[config.mk]
export PLATFORM = sky130hd
export DESIGN_NAME = pc_3gpp_llr_map
export DESIGN_NICKNAME = d
export VERILOG_FILES = /design/src/rtl/pc_3gpp_llr_map.sv
export SDC_FILE = /design/constraint.sdc
export NUM_CORES = 1
export LEC_CHECK = 0
export CAP_MARGIN = 20
export CORE_MARGIN = 2
export CORE_UTILIZATION = 40
export CTS_BUF_LIST = sky130_fd_sc_hd__clkbuf_2 sky130_fd_sc_hd__clkbuf_4 sky130_fd_sc_hd__clkbuf_8
export CTS_CLUSTER_DIAMETER = 30
export DETAILED_ROUTE_END_ITERATION = 8
export GPL_ROUTABILITY_DRIVEN = 0
export PLACE_DENSITY = 0.64
export SYNTH_ARGS = -nofsm -noshare
export SYNTH_HDL_FRONTEND = slang
export SYNTH_SLANG_ARGS = --single-unit
[constraint.sdc]
create_clock -name iclk -period 8 [get_ports iclk]
set_input_delay 1.6 -clock iclk [delete_from_list [all_inputs] [get_ports iclk]]
set_output_delay 1.6 -clock iclk [all_outputs]
set_load 0.1 [all_outputs]
[src/rtl/pc_3gpp_llr_map.sv]
// Soft demapper and LLR buffer for the polar SC decoder.
// Flow: channel sample -> stage-1 sum register -> saturate/slice -> small FIFO -> registered decoder output.
// Frame length is checked on the input side. Data passes through unchanged on a length error.
module pc_3gpp_llr_map #(
    parameter int pDAT_W   = 16,
    parameter int pLLR_W   = 4,
    parameter int pN_MAX   = 1024,
    parameter int pFIFO_AW = 4,
    parameter int pBPSK    = 0
) (
    input  logic              iclk,
    input  logic              ireset,
    input  logic              iclkena,
    input  logic              isop,
    input  logic              ieop,
    input  logic              ival,
    input  logic [pDAT_W-1:0] idat_re,
    input  logic [pDAT_W-1:0] idat_im,
    output logic              ordy,
    input  logic              idec_rdy,
    output logic              osop,
    output logic              oeop,
    output logic              oval,
    output logic [pLLR_W-1:0] oLLR,
    output logic              olen_err,
    output logic              oovf
);

    localparam int DEPTH = 2**pFIFO_AW;
    localparam int FW    = pLLR_W + 2;

    // Saturation thresholds on the 12-bit magnitude range (reference 1024).
    localparam logic signed [pDAT_W:0]     SAT_HI   = (pDAT_W+1)'(2047);
    localparam logic signed [pDAT_W:0]     SAT_LO   = (pDAT_W+1)'(-2047);
    localparam logic [pFIFO_AW+1:0]        ORDY_MAX = (pFIFO_AW+2)'(DEPTH - 3);
    localparam logic [pFIFO_AW:0]          FULL_LVL = (pFIFO_AW+1)'(DEPTH);
    localparam logic [10:0]                N_MAX    = 11'(pN_MAX);

    // stage 1
    logic                     s1_val, s1_sop, s1_eop;
    logic signed [pDAT_W:0]   s1_sum;
    logic signed [pDAT_W:0]   sum_in;
    logic [pLLR_W-1:0]        llr;

    // fifo
    logic [FW-1:0]            mem [DEPTH];
    logic [pFIFO_AW-1:0]      wptr, rptr;
    logic [pFIFO_AW:0]        used, used_nxt;
    logic [pFIFO_AW+1:0]      occ_nxt;
    logic                     full, empty, pop, wr, drop, s1_val_nxt;

    // frame counter
    logic [10:0]              cnt, cnt_inc;
    logic                     in_frame;

    // Channel sum: the imaginary branch is ignored in BPSK mode.
    always_comb begin
        sum_in = {idat_re[pDAT_W-1], idat_re};
        if (pBPSK == 0)
            sum_in = sum_in + {idat_im[pDAT_W-1], idat_im};
    end

    // Stage 1: register the sum and the strobes of the accepted sample.
    always_ff @(posedge iclk or negedge ireset) begin
        if (!ireset) begin
            s1_val <= 1'b0;
            s1_sop <= 1'b0;
            s1_eop <= 1'b0;
            s1_sum <= '0;
        end else if (iclkena) begin
            s1_val <= ival;
            s1_sop <= ival & isop;
            s1_eop <= ival & ieop;
            if (ival)
                s1_sum <= sum_in;
        end
    end

    // Stage 2: saturate out-of-range sums, otherwise slice the top bits.
    // The slice truncates toward minus infinity.
    always_comb begin
        if (s1_sum > SAT_HI)
            llr = {1'b0, {(pLLR_W-1){1'b1}}};
        else if (s1_sum < SAT_LO)
            llr = {1'b1, {(pLLR_W-1){1'b0}}};
        else
            llr = s1_sum[11 -: pLLR_W];
    end

    // FIFO control. A pop frees the head slot, so a write into a full FIFO with a pop succeeds.
    // There is no bypass, so every word is popped at least one cycle after it is written.
    always_comb begin
        full       = (used == FULL_LVL);
        empty      = (used == '0);
        pop        = iclkena & idec_rdy & ~empty;
        wr         = iclkena & s1_val & (~full | pop);
        drop       = iclkena & s1_val & full & ~pop;
        used_nxt   = used + {{pFIFO_AW{1'b0}}, wr} - {{pFIFO_AW{1'b0}}, pop};
        s1_val_nxt = iclkena ? ival : s1_val;
        occ_nxt    = {1'b0, used_nxt} + {{(pFIFO_AW+1){1'b0}}, s1_val_nxt};
    end

    // FIFO storage. It has no reset: the contents only matter behind the pointers.
    always_ff @(posedge iclk) begin
        if (wr)
            mem[wptr] <= {s1_sop, s1_eop, llr};
    end

    // FIFO pointers and fill level, sticky overflow, and ready derived from the next occupancy.
    always_ff @(posedge iclk or negedge ireset) begin
        if (!ireset) begin
            wptr <= '0;
            rptr <= '0;
            used <= '0;
            oovf <= 1'b0;
            ordy <= 1'b0;
        end else if (iclkena) begin
            if (wr)   wptr <= wptr + 1'b1;
            if (pop)  rptr <= rptr + 1'b1;
            if (drop) oovf <= 1'b1;
            used <= used_nxt;
            ordy <= (occ_nxt <= ORDY_MAX);
        end
    end

    // Decoder output register. Strobes are single-cycle; the LLR holds between pops.
    always_ff @(posedge iclk or negedge ireset) begin
        if (!ireset) begin
            oval <= 1'b0;
            osop <= 1'b0;
            oeop <= 1'b0;
            oLLR <= '0;
        end else if (iclkena) begin
            oval <= pop;
            if (pop) begin
                {osop, oeop, oLLR} <= mem[rptr];
            end else begin
                osop <= 1'b0;
                oeop <= 1'b0;
            end
        end
    end

    // The count saturates, so an overlong frame cannot wrap back to a valid length.
    always_comb cnt_inc = (&cnt) ? cnt : cnt + 11'd1;

    // Frame length checker on accepted input samples.
    always_ff @(posedge iclk or negedge ireset) begin
        if (!ireset) begin
            cnt      <= '0;
            in_frame <= 1'b0;
            olen_err <= 1'b0;
        end else if (iclkena) begin
            olen_err <= 1'b0;
            if (ival) begin
                if (isop) begin
                    // a sop inside an open frame restarts the count and is an error
                    cnt      <= 11'd1;
                    in_frame <= ~ieop;
                    olen_err <= in_frame | (ieop & (N_MAX != 11'd1));
                end else if (!in_frame) begin
                    olen_err <= 1'b1;
                end else begin
                    cnt <= cnt_inc;
                    if (ieop) begin
                        in_frame <= 1'b0;
                        olen_err <= (cnt_inc != N_MAX);
                    end
                end
            end
        end
    end

endmodule

Word-level counts from Yosys, hierarchy flattened
Memory sizes are Yosys's and may differ from the RTL's.
Index checks and enable logic that the tools add are counted.
{"block": "classes", "addsub": 7, "bitwise_logic": 14, "magnitude_cmp": 3, "div_mod_pow": 0, "shift": 0, "n_mux": 17, "n_reduce_logical": 8, "eq_ne": 2, "mul": 0}
{"op": "11-bit two-way mux", "count": 3}
{"op": "16-bit by 16-bit adder with 17-bit output", "count": 1}
{"op": "17-bit by 12-bit greater-than comparator with 1-bit output, second input constant", "count": 1}
{"op": "17-bit by 12-bit < comparator with 1-bit output, second input constant", "count": 1}
{"op": "1-bit two-way mux", "count": 12}
{"op": "11-bit by 1-bit adder with 11-bit output, second input constant", "count": 1}
{"op": "11-bit inequality test, second input constant", "count": 1}
{"op": "11-bit AND reduction", "count": 1}
{"op": "4-bit by 1-bit adder with 4-bit output, second input constant", "count": 2}
{"op": "1-bit AND", "count": 8}
{"op": "4-bit two-way mux", "count": 2}
{"op": "2-bit AND reduction", "count": 4}
{"op": "5-bit by 1-bit adder with 6-bit output", "count": 1}
{"op": "6-bit by 4-bit <= comparator with 1-bit output, second input constant", "count": 1}
{"op": "5-bit by 1-bit adder with 5-bit output", "count": 1}
{"op": "5-bit equality test, second input constant", "count": 1}
{"op": "5-bit zero test", "count": 1}
{"op": "5-bit by 1-bit subtractor with 5-bit output", "count": 1}
{"op": "1-bit inverter", "count": 4}
{"op": "3-bit AND reduction", "count": 1}
{"op": "1-bit bitwise OR", "count": 2}
{"op": "2-bit nonzero test", "count": 1}
{"block": "word_totals", "romBits": 0, "regBits": 55, "latchBits": 0, "input_bits": 39, "mem_bits_rw": 96, "mem_count": 1}
{"memory": "mem", "depth": 16, "word_bits": 6, "read_ports": 1, "rd_clocked_by_memory_dff": 0, "write_ports": 1, "line_no": "46", "source": "logic [FW-1:0] mem [DEPTH];"}

Depth between registers and ports, before layout
Gate-level depths: netlist of the first run.
{"block": "logic_depth", "depth_word": 9, "ltp_mapped": 18, "mapped_depth_nobuf": 18}

Worst setup path before layout of the first run
OpenSTA, ideal clock, no wires.
{"block": "synth_timing", "kind": "input to register", "startpoint": "input port idec_rdy", "endpoint": "register ordy", "setup_ns": 0.148, "cell_stages": 16, "arrival_ns": 4.283, "setup_slack_ns": 3.569, "path_cell_list": "nand2_1 > a31oi_1 > inv_1 > ha_1 > inv_1 > ha_1 > inv_1 > fa_1 > inv_1 > ha_1 > and4_1 > a32oi_1 > o21a_1 > nor3b_1 > a211oi_1 > a311oi_1"}
{"block": "synth_between", "elab_chain_cells": 8}
{"item": "start, declared", "line_no": "20", "source": "input logic idec_rdy,"}
{"item": "1-bit AND * (2 in series)", "line_no": "95", "source": "pop = iclkena & idec_rdy & ~empty;"}
{"item": "1-bit bitwise OR", "line_no": "96", "source": "wr = iclkena & s1_val & (~full | pop);"}
{"item": "1-bit AND", "line_no": "96"}
{"item": "5-bit by 1-bit adder with 5-bit output", "line_no": "98", "source": "used_nxt = used + {{pFIFO_AW{1'b0}}, wr} - {{pFIFO_AW{1'b0}}, pop};"}
{"item": "5-bit by 1-bit subtractor with 5-bit output *", "line_no": "98"}
{"item": "named net used_nxt[1]", "line_no": "48", "source": "logic [pFIFO_AW:0] used, used_nxt;"}
{"item": "5-bit by 1-bit adder with 6-bit output *", "line_no": "100", "source": "occ_nxt = {1'b0, used_nxt} + {{(pFIFO_AW+1){1'b0}}, s1_val_nxt};"}
{"item": "6-bit by 4-bit <= comparator with 1-bit output *", "line_no": "122", "source": "ordy <= (occ_nxt <= ORDY_MAX);"}
{"item": "end signal, assigned", "line_no": "122"}
{"item": "end, declared", "line_no": "19", "source": "output logic ordy,"}
Mark *: on every way through the listed nets, which the timed path passes. The rest lies on a longest branch.
A chain may end at the register's enable or synchronous reset.

Final worst setup path of the first run
{"block": "layout_timing", "startpoint": "input port iclkena", "endpoint": "register ordy"}
{"block": "layout_between", "elab_chain_cells": 8}
{"item": "start, declared", "line_no": "13", "source": "input logic iclkena,"}
{"item": "1-bit AND (2 in series)", "line_no": "95"}
{"item": "1-bit bitwise OR", "line_no": "96"}
{"item": "1-bit AND", "line_no": "96"}
{"item": "5-bit by 1-bit adder with 5-bit output", "line_no": "98"}
{"item": "5-bit by 1-bit subtractor with 5-bit output *", "line_no": "98"}
{"item": "named net used_nxt[1]", "line_no": "48"}
{"item": "5-bit by 1-bit adder with 6-bit output *", "line_no": "100"}
{"item": "6-bit by 4-bit <= comparator with 1-bit output *", "line_no": "122"}
Marked as above.

==> out/qor.log, run 1 <==
INFO  detailed_routing first_pass_iters=5
INFO  timing         rsz_0062_raised_after_global_routing=no
INFO  clock_tree     tritoncts=built
INFO  yosys          synthesis.yosys.warnings=0
INFO  timing         relSlewSlack=0.350
INFO  clock_tree     h-tree-depth=4
INFO  timing         final.min_clock_period=5.32ns
INFO  setup_path     timing.setup.critical_path_class=in2reg
INFO  timing         hold_slack=0.486ns
INFO  floorplan      die_area=19500um^2
INFO  timing         worstMarginPinSlew=0.971ns
INFO  setup_path     crit_path_start_kind=input pin
INFO  layout         post-route-util=0.465
INFO  timing         finalWorstSetupSlack=2.68ns
INFO  yosys          synth_top_area_share=0.392
INFO  detailed_routing detail_route.wirelength=14600um
INFO  power          design_power_total=0.00253W
INFO  timing         maxSlewViolCount=0
INFO  yosys          ys_seq_elements=151
INFO  floorplan      chipWidth=140um
INFO  yosys          synth_area=7350um^2
INFO  clock_tree     root_buffer=sky130_fd_sc_hd__clkbuf_8
INFO  yosys          netlist.top_cell.by_area=sky130_fd_sc_hd__edfxtp_1
INFO  timing         timing.final.crit_share=0.665
INFO  layout         filler_cell_count=1610
INFO  yosys          synth-edff-count=96
INFO  yosys          ys_types=62
INFO  layout         area.growth.synth_to_final=14.0%
INFO  power          power_density=302nW/um^2
INFO  timing         hold_viol_final=0
INFO  floorplan      std_cell_rows=49
INFO  setup_path     worstPathRequired=8.30ns
INFO  layout         highest_count_cells_in_the_layout_ignoring_fill_and_taps=sky130_fd_sc_hd__edfxtp_1 (96), sky130_fd_sc_hd__dfrtp_1 (55), sky130_fd_sc_hd__clkdlybuf4s50_1 (47)
INFO  power          cellLeakagePower=3.15nW
INFO  detailed_routing postRouteAntennaNets=0
INFO  yosys          syn_area_per_cell=13.5um^2
INFO  global_route   antenna_found_initial=0
INFO  power          max-vdd-ir-drop=294uV
INFO  yosys          synth_nets=615
INFO  clock_tree     cts-buffers-inserted=17
INFO  timing         report.final.setup_viol=0
INFO  clock_tree     clockBufferDepth=2
INFO  placement      hpwlAfterDp=9930um
INFO  detailed_routing detail_route.vias_per_cell=5.45
INFO  yosys          ys_seq_area_frac=0.579
INFO  timing         max_clock_freq=0.188GHz
INFO  yosys          synth_top_cells_by_area=sky130_fd_sc_hd__edfxtp_1 (39%), sky130_fd_sc_hd__dfrtp_1 (19%), sky130_fd_sc_hd__mux4_2 (6.7%), sky130_fd_sc_hd__ha_1 (5.1%), sky130_fd_sc_hd__mux4_1 (2.9%)
INFO  setup_path     endpoint_kind=register
INFO  setup_path     critical_path_arrival=5.62ns
INFO  timing         fin_setup_tns=0ns
INFO  global_route   grt_residual_overflow=0
INFO  run            max_cap_violations=0
INFO  floorplan      start_util=0.408
INFO  detailed_routing detail_route.iter0.violations=366
INFO  timing         fin_worst_skew=0.00800ns
INFO  layout         antenna_cells=0
INFO  clock_tree     post_cts_resize_count=0
INFO  clock_tree     insertion_delay=0.44ns
INFO  global_route   vias_in_the_first_global_route=4592
INFO  yosys          post_synth_inst_count=544
INFO  global_route   grt_start_max_net_pins=56
INFO  placement      dpl_worst_slack=2.29ns
INFO  floorplan      io-pin-count=49
INFO  floorplan      placeableCoreArea=18000um^2
INFO  yosys          async_flop_share=0.364
INFO  detailed_routing route.detailed.drc=0
INFO  detailed_routing avgRoutedWirePerCell=17.4um
INFO  clock_tree     cts.reportedPaths.clkPinSlew=0.08ns
INFO  detailed_routing routed-via-count=4562
INFO  clock_tree     holdBufCountCts=0
INFO  setup_path     critPathMaxFanout=13
INFO  hold_path      worst_hold_path_type=reg2reg
INFO  floorplan      die_height=140um
INFO  placement      io_buffer_count=48
INFO  layout         final_common_cell=sky130_fd_sc_hd__edfxtp_1
INFO  layout         final_layout_size_suffix_gt1_frac=0.105
INFO  outcome        run_status=complete, no violations
INFO  yosys          synthFlopType=sky130_fd_sc_hd__edfxtp_1
INFO  clock_tree     post-cts-setup-buffers=0
INFO  global_route   wire_length_of_the_first_global_routing_pass=23800um
INFO  clock_tree     clock_sink_count=151
INFO  global_route   global_route.usage.total=0.158
INFO  layout         design.final.nets=667
==> cell families after synthesis <==
group,share of synthesized area
muxes,0.108
and+or+nand+nor,0.0898
AOI/OAI and AO/OA,0.107
buffers and inverters,0.0281
xor gates and xnor gates,0.0316
DFF,0.579
adders and majority gates,0.0565
==> power breakdown <==
| group | switching (W) | internal (W) | total (W) | leakage [nW] |
|---|---|---|---|---|
| Sequential | 0.000103 | 0.000955 | 0.00106 | 1.56 |
| Combinational | 0.000541 | 0.000423 | 0.000964 | 1.42 |
| Clock | 0.000265 | 0.000244 | 0.000508 | 0.178 |
==> per-layer routing <==
| metal | part of all wire | vias to the layer above | global-route usage |
|---|---|---|---|
| li1 | - | 2178 | - |
| met1 | 0.46 | 2243 | 0.219 |
| met2 | 0.48 | 125 | 0.253 |
| met3 | 0.046 | 16 | 0.0330 |
| met4 | 0.016 | 0 | 0.0511 |
| met5 | 0 | - | 0 |
==> per-stage QoR <==
step | std cells | cell area [um^2]
after global routing | 837 | 8380
after detailed placement | 805 | 8020
final | 837 | 8380
after CTS | 836 | 8360
after global placement | 805 | 8020
after floorplan | 544 | 7350
==> path summary, 6_finish.rpt <==
path,endpoint,cells past startpoint,start,slack (ns)
min in group asynchronous,oLLR[1],2,ireset,1.27
worst min-delay path,oval,1,oval,0.49
worst max-delay path,ordy,17,iclkena,2.68
worst min register to register,oval,1,oval,0.49
worst max register to register,ordy,18,used[3],3.91
max in group asynchronous,s1_sum[4],2,ireset,6.20
==> Yosys cell counts, types with 9 or more instances <==
cell type,number
sky130_fd_sc_hd__edfxtp_1,96
sky130_fd_sc_hd__xnor2_1,15
sky130_fd_sc_hd__ha_1,30
sky130_fd_sc_hd__mux4_2,22
sky130_fd_sc_hd__o21ai_0,32
sky130_fd_sc_hd__dfrtp_1,55
sky130_fd_sc_hd__clkbuf_1,10
sky130_fd_sc_hd__xor2_1,9
sky130_fd_sc_hd__and2_1,18
sky130_fd_sc_hd__nand2_1,42
sky130_fd_sc_hd__nor2_1,27
sky130_fd_sc_hd__a21oi_1,37
sky130_fd_sc_hd__inv_1,20
==> worst max-delay path, stage by stage <==
cell	delay (ns)
sky130_fd_sc_hd__clkdlybuf4s50_1	0.76
sky130_fd_sc_hd__nand2_1	0.18
sky130_fd_sc_hd__a31oi_1	0.54
sky130_fd_sc_hd__inv_1	0.18
sky130_fd_sc_hd__ha_1	0.31
sky130_fd_sc_hd__inv_1	0.06
sky130_fd_sc_hd__ha_1	0.15
sky130_fd_sc_hd__inv_1	0.05
sky130_fd_sc_hd__fa_1	0.50
sky130_fd_sc_hd__inv_1	0.06
sky130_fd_sc_hd__ha_1	0.25
sky130_fd_sc_hd__and4_1	0.22
sky130_fd_sc_hd__a32oi_1	0.19
sky130_fd_sc_hd__o21a_1	0.19
sky130_fd_sc_hd__nor3b_1	0.07
sky130_fd_sc_hd__a211oi_1	0.23
sky130_fd_sc_hd__a311oi_1	0.08
==> flip-flops by register name, indices dropped and copies added (netlist names) <==
| name | flops |
|---|---|
| oLLR | 4 |
| oovf | 1 |
| used | 5 |
| s1_val | 1 |
| cnt | 11 |
| oeop | 1 |
| ordy | 1 |
| s1_sop | 1 |
| olen_err | 1 |
| oval | 1 |
| rptr | 4 |
| mem | 96 |
| s1_eop | 1 |
| s1_sum | 17 |
| wptr | 4 |
| in_frame | 1 |
| osop | 1 |
==> cell type report <==
cell class	instances	area [um^2]	share of cell area
Inverter	21	78.8	0.00940
Multi-Input combinational cell	352	2890	0.345
Timing Repair Buffer	53	533	0.0636
Clock inverter	12	87.6	0.0104
Sequential cell	151	4260	0.508
Tap cell	229	287	0.0342
Clock buffer	19	249	0.0297
Note: power is estimated with default switching activity, not from simulation.
==> run 2, diff against run 1 <==
==> constraint.sdc (replaced) <==
create_clock -name iclk -period 5 [get_ports iclk]
set_input_delay 1 -clock iclk [delete_from_list [all_inputs] [get_ports iclk]]
set_output_delay 1 -clock iclk [all_outputs]
set_load 0.1 [all_outputs]
==> run 2 against run 1 <==
Critical path depth up 2; sequential power up 60%; wire length up 0.83%; combinational power up 59%; cell area up 1.2%; non-clock buffer count up 4; critical endpoint unchanged; core utilization up 0.55 points.
==> out/qor.log, run 2 (same netlist as run 1, synthesis figures left out) <==
INFO  power          pwr-share-comb=0.366
INFO  setup_path     worstPathCellList=clkdlybuf4s50_1 > buf_4 > nand2_1 > a31oi_1 > buf_4 > inv_1 > ha_1 > inv_1 > ha_1 > inv_1 > fa_1 > inv_1 > ha_1 > and4_1 > a32oi_1 > o21a_1 > nor3b_1 > a211oi_1 > a311oi_1
INFO  floorplan      die_height=140um
INFO  layout         registers.top_by_ff_count=mem
INFO  clock_tree     tritoncts=built
INFO  setup_path     worstPathRequired=5.31ns
INFO  floorplan      io-pin-count=49
INFO  setup_path     reg2reg_from=used[3]
INFO  setup_path     critical-path-top-cell-by-count=sky130_fd_sc_hd__inv_1
INFO  setup_path     slowest_delay=0.52ns
INFO  layout         reg.largest.list=mem (96), s1_sum (17), cnt (11)
INFO  layout         highest_count_cells_in_the_layout_ignoring_fill_and_taps=sky130_fd_sc_hd__edfxtp_1 (96), sky130_fd_sc_hd__dfrtp_1 (55), sky130_fd_sc_hd__clkdlybuf4s50_1 (47)
INFO  timing         report.final.setup_viol=0
INFO  detailed_routing postRouteAntennaNets=0
INFO  clock_tree     root_buffer=sky130_fd_sc_hd__clkbuf_8
INFO  outcome        run_status=complete, no violations
INFO  global_route   wire_length_of_the_first_global_routing_pass=23800um
INFO  layout         area_of_the_multi_input_gates=2890um^2
INFO  clock_tree     cts-buffers-inserted=17
INFO  setup_path     regToRegEndpoint=ordy
INFO  timing         timing.final.crit_share=0.844
INFO  timing         relSlewSlack=0.350
INFO  layout         seq_area=4260um^2
INFO  timing         rsz_0062_raised_after_global_routing=no
INFO  hold_path      launch_point_of_the_worst_hold_path=s1_sum[6]
INFO  power          swShare=0.348
INFO  detailed_routing detail_route.iter0.violations=215
INFO  power          max-vdd-ir-drop=549uV
INFO  power          power.switching=0.00146W
INFO  setup_path     timing.setup.critical_path_class=in2reg
INFO  clock_tree     clockBufferDepth=2
INFO  floorplan      chipWidth=140um
INFO  global_route   grt_start_max_net_pins=56
INFO  clock_tree     clock_sink_count=151
INFO  setup_path     r2r_slack=1.12ns
INFO  placement      io_buffer_count=48
INFO  detailed_routing route.detailed.drc=0
INFO  floorplan      die_area=19500um^2
INFO  clock_tree     insertion_delay=0.44ns
INFO  setup_path     endpoint_kind=register
INFO  setup_path     crit_buf_inv=7
INFO  power          clock_power_share=0.228
INFO  global_route   antenna_found_initial=0
INFO  layout         design.final.nets=671
INFO  power          power_density=494nW/um^2
INFO  timing         maxSlewViolCount=0
INFO  power          internal-power=0.00273W
INFO  clock_tree     post-cts-setup-buffers=0
INFO  setup_path     critPathMaxFanout=10
INFO  run            max_cap_violations=0
INFO  global_route   vias_in_the_first_global_route=4594
INFO  floorplan      std_cell_rows=49
INFO  timing         final.min_clock_period=4.22ns
INFO  layout         largest_register_ff_count=96
INFO  timing         fin_setup_tns=0ns
INFO  layout         final_common_cell=sky130_fd_sc_hd__edfxtp_1
INFO  layout         final_layout_size_suffix_gt1_frac=0.117
INFO  timing         fin_worst_skew=0.0117ns
INFO  hold_path      worst_hold_path_type=reg2reg
INFO  setup_path     crit_path_start_kind=input pin
INFO  detailed_routing first_pass_iters=4
INFO  layout         antenna_cells=0
INFO  setup_path     critical_path.slowest_cell=sky130_fd_sc_hd__clkdlybuf4s50_1
INFO  power          sequential_power_share=0.406
INFO  layout         filler_cell_count=1579
INFO  setup_path     critical-path-top-delay-family=adder cells
INFO  floorplan      placeableCoreArea=18000um^2
INFO  detailed_routing detail_route.wirelength=14700um
INFO  clock_tree     cts.reportedPaths.clkPinSlew=0.07ns
INFO  clock_tree     holdBufCountCts=0
INFO  floorplan      start_util=0.408
INFO  hold_path      min_to=s1_sum[6]
INFO  placement      dpl_worst_slack=0.387ns
INFO  detailed_routing avgRoutedWirePerCell=17.5um
INFO  clock_tree     h-tree-depth=4
INFO  placement      hpwlAfterDp=10400um
INFO  timing         hold_viol_final=0
INFO  timing         worstMarginPinSlew=0.973ns
INFO  detailed_routing detail_route.vias_per_cell=5.45
INFO  setup_path     critical_path_arrival=4.53ns
INFO  timing         max_clock_freq=0.237GHz
INFO  hold_path      holdPathStages=2
INFO  layout         area.growth.synth_to_final=15.3%
INFO  timing         finalWorstSetupSlack=0.779ns
INFO  global_route   global_route.usage.total=0.157
INFO  setup_path     setup.worst_path.start=iclkena
INFO  setup_path     ff2ff_path_depth=19
INFO  detailed_routing routed-via-count=4589
INFO  global_route   grt_residual_overflow=0
INFO  power          cellLeakagePower=3.21nW
INFO  clock_tree     post_cts_resize_count=0
-- run 2: cell types whose count changed in the layout (fill, tap and decap cells not counted) --
cell | previous run | this run
sky130_fd_sc_hd__clkbuf_4 | 2 | 4
sky130_fd_sc_hd__clkinv_4 | 1 | 0
sky130_fd_sc_hd__clkbuf_8 | 17 | 18
sky130_fd_sc_hd__clkinv_1 | 4 | 1
sky130_fd_sc_hd__buf_4 | 4 | 8
sky130_fd_sc_hd__bufinv_16 | 1 | 3
-- run 2: worst max path at each step --
stage	endpoint	slack, ns	depth (start not counted)
after floorplan	ordy	1.17	16
after global placement	ordy	0.59	19
after detailed placement	ordy	0.39	19
after CTS	ordy	0.88	19
after global routing	ordy	0.61	19
final	ordy	0.78	19
-- run 2: power by group through the flow --
stage	combinational (W)	sequential [W]	clock [W]
after CTS	0.00155	0.00170	0.000973
after detailed placement	0.00154	0.00173	0
final	0.00153	0.00170	0.000955
after floorplan	0.000994	0.00189	0
after global placement	0.00145	0.00175	0
after global routing	0.00165	0.00173	0.00103
-- run 2: worst register-to-register path, delay by kind of cell (launching register included) --
kind / cells / cell delay (ns)
adder cells (fa/ha/maj): 5 / 1.37
AO/OA/AOI/OAI: 5 / 0.78
buffers and inverters: 6 / 0.60
AND/OR/NAND/NOR: 3 / 0.59
flip-flops: 1 / 0.41
-- run 2: per-stage QoR --
stage	power (W)	hold WS (ns)	cells	utilization	instance area, um^2
floorplan	0.00289	0.447	544	-	7350
global placement	0.00320	0.463	809	0.447	8050
detailed placement	0.00327	0.468	810	0.448	8080
CTS	0.00422	0.485	842	0.471	8480
global route	0.00441	0.491	842	0.471	8480
finish	0.00419	0.481	842	0.471	8480
-- run 2: layout make-up --
class | instances | area share
sequential | 151 | 0.502
multi-input combinational | 352 | 0.341
timing repair buffer | 57 | 0.0664
tap | 229 | 0.0338
clock buffer | 22 | 0.0327
clock inverter | 10 | 0.0150
inverter | 21 | 0.00929
-- run 2: per-layer routing --
layer  routed length (um)  up-vias  GRT usage
met4                  144        0     0.0437
met3                  616       11     0.0365
met2                 7230      119      0.260
li1                     -     2192          -
met5                    0        -          0
met1                 6720     2267      0.209
